`src/rtl/scc_channel_sequencer.sv`:
```
// SCC channel sequencer: on each sound tick, visits every channel in order.
// For each channel it updates the period counter and the wave pointer, fetches the wave sample
// over a req/ack handshake, and emits one sample to the mixer.
module scc_channel_sequencer #(
   parameter int unsigned CHANNELS   = 5,
   parameter int unsigned MIN_PERIOD = 9
) (
   input  logic                clk,
   input  logic                reset,
   input  logic                tick,
   input  logic [CHANNELS-1:0] key_on,
   input  logic [CHANNELS-1:0] period_wr,
   output logic [2:0]          active,
   input  logic [11:0]         period_in,
   output logic                wave_req,
   output logic [7:0]          wave_addr,
   input  logic                wave_ack,
   input  logic [7:0]          wave_data,
   output logic                sample_valid,
   output logic [2:0]          sample_ch,
   output logic [7:0]          sample,
   output logic                frame_end,
   output logic                overrun
);

   localparam logic [2:0] LastCh = 3'(CHANNELS - 1);

   typedef enum logic [2:0] {StIdle, StSel, StCnt, StReq, StOut} state_e;

   state_e              state_q, state_d;
   logic [2:0]          ch_q, ch_d;
   logic [11:0]         count_q [CHANNELS];
   logic [4:0]          ptr_q [CHANNELS];
   logic [CHANNELS-1:0] pending_q;
   logic [7:0]          wave_addr_q;
   logic [7:0]          sample_q;
   logic [2:0]          sample_ch_q;
   logic                overrun_q;

   logic [11:0]         cur_count, count_d;
   logic [4:0]          cur_ptr, ptr_d;
   logic                key_off;
   logic [CHANNELS-1:0] pending_clr;

   // Next state and channel index of the visit sequence.
   always_comb begin
      state_d = state_q;
      ch_d    = ch_q;
      unique case (state_q)
         StIdle: begin
            if (tick) begin
               state_d = StSel;
               ch_d    = 3'd0;
            end
         end
         StSel:   state_d = StCnt;
         StCnt:   state_d = key_off ? StOut : StReq;
         StReq:   if (wave_ack) state_d = StOut;
         StOut: begin
            if (ch_q == LastCh) begin
               state_d = StIdle;
            end else begin
               ch_d    = ch_q + 3'd1;
               state_d = StSel;
            end
         end
         default: state_d = StIdle;
      endcase
   end

   // Counter/pointer update for the channel being visited; first matching rule wins.
   always_comb begin
      cur_count   = count_q[ch_q];
      cur_ptr     = ptr_q[ch_q];
      key_off     = !key_on[ch_q];
      count_d     = cur_count;
      ptr_d       = cur_ptr;
      pending_clr = '0;
      if (key_off) begin
         count_d = period_in;
         ptr_d   = 5'd0;
         pending_clr[ch_q] = (state_q == StCnt);
      end else if (pending_q[ch_q]) begin
         count_d = period_in;
         pending_clr[ch_q] = (state_q == StCnt);
      end else if (period_in < 12'(MIN_PERIOD)) begin
         count_d = period_in;
      end else if (cur_count == 12'd0) begin
         count_d = period_in;
         ptr_d   = cur_ptr + 5'd1;
      end else begin
         count_d = cur_count - 12'd1;
      end
   end

   // FSM state register.
   always_ff @(posedge clk) begin
      if (reset) begin
         state_q <= StIdle;
         ch_q    <= 3'd0;
      end else begin
         state_q <= state_d;
         ch_q    <= ch_d;
      end
   end

   // Per-channel counters, pointers and pending flags; a new write strobe beats the clear.
   always_ff @(posedge clk) begin
      if (reset) begin
         for (int i = 0; i < int'(CHANNELS); i++) begin
            count_q[i] <= 12'd0;
            ptr_q[i]   <= 5'd0;
         end
         pending_q <= '0;
      end else begin
         if (state_q == StCnt) begin
            count_q[ch_q] <= count_d;
            ptr_q[ch_q]   <= ptr_d;
         end
         pending_q <= (pending_q & ~pending_clr) | period_wr;
      end
   end

   // Held outputs: wave address, sample, sample channel, and the overrun pulse.
   always_ff @(posedge clk) begin
      if (reset) begin
         wave_addr_q <= 8'd0;
         sample_q    <= 8'd0;
         sample_ch_q <= 3'd0;
         overrun_q   <= 1'b0;
      end else begin
         overrun_q <= tick && (state_q != StIdle);
         if (state_q == StCnt) begin
            if (key_off) begin
               sample_q    <= 8'd0;
               sample_ch_q <= ch_q;
            end else begin
               wave_addr_q <= {ch_q, ptr_d};
            end
         end
         if (state_q == StReq && wave_ack) begin
            sample_q    <= wave_data;
            sample_ch_q <= ch_q;
         end
      end
   end

   // Outputs decoded from state.
   always_comb begin
      active       = (state_q == StIdle) ? 3'd7 : ch_q;
      wave_req     = (state_q == StReq);
      wave_addr    = wave_addr_q;
      sample_valid = (state_q == StOut);
      sample_ch    = sample_ch_q;
      sample       = sample_q;
      frame_end    = (state_q == StOut) && (ch_q == LastCh);
      overrun      = overrun_q;
   end

endmodule

```
`config.mk`:
```
export PLATFORM = sky130hd
export DESIGN_NAME = scc_channel_sequencer
export DESIGN_NICKNAME = d
export VERILOG_FILES = /design/src/rtl/scc_channel_sequencer.sv
export SDC_FILE = /design/constraint.sdc
export NUM_CORES = 1
export LEC_CHECK = 0
export ABC_AREA = 0
export BUFFER_PORTS_ARGS = -buffer_cell sky130_fd_sc_hd__buf_2
export CORE_ASPECT_RATIO = 1.2
export CORE_MARGIN = 2
export CORE_UTILIZATION = 40
export DETAILED_ROUTE_END_ITERATION = 6
export HOLD_SLACK_MARGIN = 0.12
export MAX_ROUTING_LAYER = met4
export PLACE_DENSITY_LB_ADDON = 0.08
export SLEW_MARGIN = 15
export SYNTH_ARGS = -nofsm -noshare
export SYNTH_HDL_FRONTEND = slang
export SYNTH_SLANG_ARGS = --single-unit
```
`constraint.sdc`:
```
create_clock -name clk -period 4.8 [get_ports clk]
set_input_delay 0.72 -clock clk [delete_from_list [all_inputs] [get_ports clk]]
set_output_delay 0.72 -clock clk [all_outputs]
set_load 0.1 [all_outputs]
```
==> summary.txt <==
Clock network
  – Sink Count: between 150 and 200
  – TritonCTS clock tree: yes
  – Hold-fix buffers at CTS: 0
  – Post-CTS Setup Repair Bufs: 0
  – Worst-Skew Late Latency: around 0.43 ns
  – CTS Root Cell: clkbuf_16
  – CTS Buf Count: 17
  – Clock transition at path regs: ~0.070 ns
  – Max clock buf depth: 2
  – Htree depth: 4
  – Gates resized, CTS repair: 0

Synthesis
  – Largest cells by area after synthesis: edfxtp_1, mux4_2, dfxtp_1, nor2_1, mux2i_1
  – Net Count, Synth: 643
  – Mapped Area: roughly 0.008 mm2
  – EDFF count, synth: approximately 140
  – Ys async rst share: 0%
  – Synth area leader: edfxtp_1
  – Post-synth cell types: a little over 60
  – #FFs+latches synth: 170
  – Post-synthesis sequential area ratio: between 60% and 70%
  – Yosys top cell area share: 51.8%
  – Syn_area_per_cell: 13.0 um2
  – Most instantiated cells after synthesis: edfxtp_1, nor2_1, dfxtp_1
  – Top_reg_cell synth: edfxtp_1
  – Yosys synthesis warning count: 0
  – Top-count cell post-synth: edfxtp_1
  – Cells after synthesis: around 600

STA
  – Relative slew margins: between 20% and 30%
  – Setup_tns: 0 ns
  – Hold Vio Cnt, Final: 0
  – RSZ-0062 raised after global routing: no
  – Setup violators final: 0
  – Peak Freq: roughly 0.23 GHz
  – Tightest Pin Transition: between 1 and 1.5 ns
  – Clock Skew: 0.0132 ns
  – Fin crit share: roughly nine tenths
  – Final Max Slew Viols: 0
  – Fin crit period: roughly 4.3 ns

Placement
  – Routability Congestion: ~0.80
  – Cells after DPL: 898
  – IO Port Bufs: 59
  – HPWL Detailed: roughly 13000 um

Global route
  – Vias in the first global route: around 5.3k
  – Pin count of the biggest net entering global routing: 46
  – All-Layer GR Usage: 20.8%
  – Initial antenna violation count: 0
  – First-pass GRT wire length: 30900 um
  – GR Overflow Total: 0

Route
  – Routed Antenna Nets: 0
  – Total Wirelength: approximately 20000 um
  – Via count: roughly 5.0k
  – Drt drc: 0
  – Initial DRC Count: roughly 310
  – Drt wl/cell: around 22 um
  – Pre-Repair DR Iteration Count: 5
  – Vias per std cell: 5.42

Worst setup path
  – Slowest CP cell: dfxtp_2
  – Worst Reg-to-Reg Cells: 7
  – CP Class: flop to flop
  – Worst setup SP type: flop
  – Crit-path max FO: 27
  – Reg2Reg Capture Point: count_q[7][10]
  – Setup slack, reg-to-reg: about 0.49 ns
  – Req. time, crit path: 4.94 ns
  – CP Data Arrival Time: approximately 4.5 ns
  – CP endpoint kind: flop
  – Cell Chain, Critical Path: mux4_1 -> mux2i_1 -> nand4_2 -> or4b_4 -> and2_1 -> o22ai_1 -> inv_1
  – Crit-path max cell delay: ~0.9 ns

Hold path
  – Hold Crit Class: flop to flop
  – Hold path startpoint: wave_addr[3]
  – Hold Path Cell Cnt: 2
  – Worst Hold Endpoint: wave_addr[3]

Finish
  – Syn-to-layout area delta: 14.7%
  – Fin cells: 930
  – Final #Nets: slightly below 700
  – Ratio of cells with drive above 1 in the final layout: 25.4%
  – Ant diodes: 0
  – Filler instances: roughly 1.8k

Die
  – Core ar.: between 0.015 and 0.02 mm2
  – Ports: 60
  – Starting Density: 40.6%
  – Die Area: 0.0208 mm2
  – Die Span X: 132 um
  – # rows: 56
  – Die Y-Extent: between 150 and 200 um

Pwr
  – Leakage power: roughly 3.2 nW
  – Peak supply drop: ~260 uV
  – Power density over the cells: between 300 and 400 mW/mm2
  – Power Total: 3.53 mW

Run
  – Maxcap violations: 0

Outcome
  – Status: complete, no violations
## how the worst max path moves through the flow
stage          from  depth (start not counted)        endpoint
6_report       flop                          7  count_q[7][10]
2_1_floorplan  flop                         15     ptr_q[5][1]
3_3_place_gp   flop                          7  count_q[6][10]
4_1_cts        flop                          7  count_q[7][10]
5_1_grt        flop                          7  count_q[7][10]
3_5_place_dp   flop                          7  count_q[7][10]
## cell usage in the layout, fill, tap and decap left out, types with 5 or more instances in the layout
master / synthesis / layout
a21oi_1: 15 / 15
a22oi_1: 8 / 8
and2_1: 5 / 5
buf_2: 3 / 59
buf_4: 0 / 12
clkbuf_16: 0 / 19
dfxtp_1: 34 / 31
edfxtp_1: 136 / 136
ha_1: 5 / 5
inv_1: 18 / 18
mux2_2: 5 / 5
mux2i_1: 22 / 22
mux2i_2: 7 / 7
mux4_2: 33 / 33
nand2_1: 25 / 25
nand3_1: 11 / 11
nor2_1: 126 / 126
nor3_1: 13 / 12
nor3b_1: 9 / 9
nor4_1: 6 / 6
o21ai_0: 5 / 5
or2_2: 7 / 7
xnor2_1: 7 / 7
## logic make-up (layout without fill, tap and decap cells)
family / after synthesis / count (layout) / share of synthesized area [%]
buf+inv: 56 / 121 / 3.38
flops: 170 / 170 / 60.5
fa+ha+maj: 5 / 5 / 0.794
compound gates: 60 / 60 / 5.22
xor+xnor: 9 / 9 / 1.00
simple gates: 235 / 235 / 14.4
mux: 69 / 69 / 14.8
## layer usage
metal / part of all wire (%) / global-route usage [%]
met5: 0 / -
met4: 1.7 / 7.25
met3: 4.1 / 3.84
met2: 50 / 35.0
met1: 44 / 25.5
## metrics by stage
stage | area (um2) | hold WS (ns) | setup slack [ns] | util [%]
2_1_floorplan | 7880 | 0.450 | 0.989 | -
3_3_place_gp | 8400 | 0.442 | 0.568 | 43.3
3_5_place_dp | 8400 | 0.451 | 0.472 | 43.3
4_1_cts | 9040 | 0.463 | 0.453 | 46.6
5_1_grt | 9040 | 0.474 | 0.186 | 46.6
6_report | 9040 | 0.459 | 0.486 | 46.6
## registers in the layout (all words and copies together), names as in the netlist, named ones only
name	flops
ptr_q	40
sample_ch	3
wave_addr	8
count_q	96
ch_q	3
pending_q	5
sample	8
state_q	3
overrun	1
## area by class of cell
cell class / count / area, um2 / area share, %
Sequential cell: 170 / 4770 / 52.7
Multi-Input combinational cell: 378 / 2860 / 31.6
Clock buffer: 22 / 507 / 5.60
Timing Repair Buffer: 71 / 385 / 4.26
Tap cell: 261 / 327 / 3.61
Clock inverter: 10 / 126 / 1.40
Inverter: 18 / 67.6 / 0.747
## power by group
| part | internal, mW | total (mW) | switching, mW |
|---|---|---|---|
| clock | 0.864 | 1.44 | 0.580 |
| sequential | 1.64 | 1.66 | 0.0203 |
| combinational | 0.124 | 0.420 | 0.296 |
| total | 2.63 | 3.53 | 0.896 |
## critical path: cells and delay by family (launching register included)
| kind | cells | cell delay, ns |
|---|---|---|
| mux | 2 | 1.08 |
| simple gates | 3 | 1.36 |
| buf+inv | 1 | 0.15 |
| compound gates | 1 | 0.53 |
| flops | 1 | 0.90 |
No activity file was read; power rests on OpenSTA's default activity.
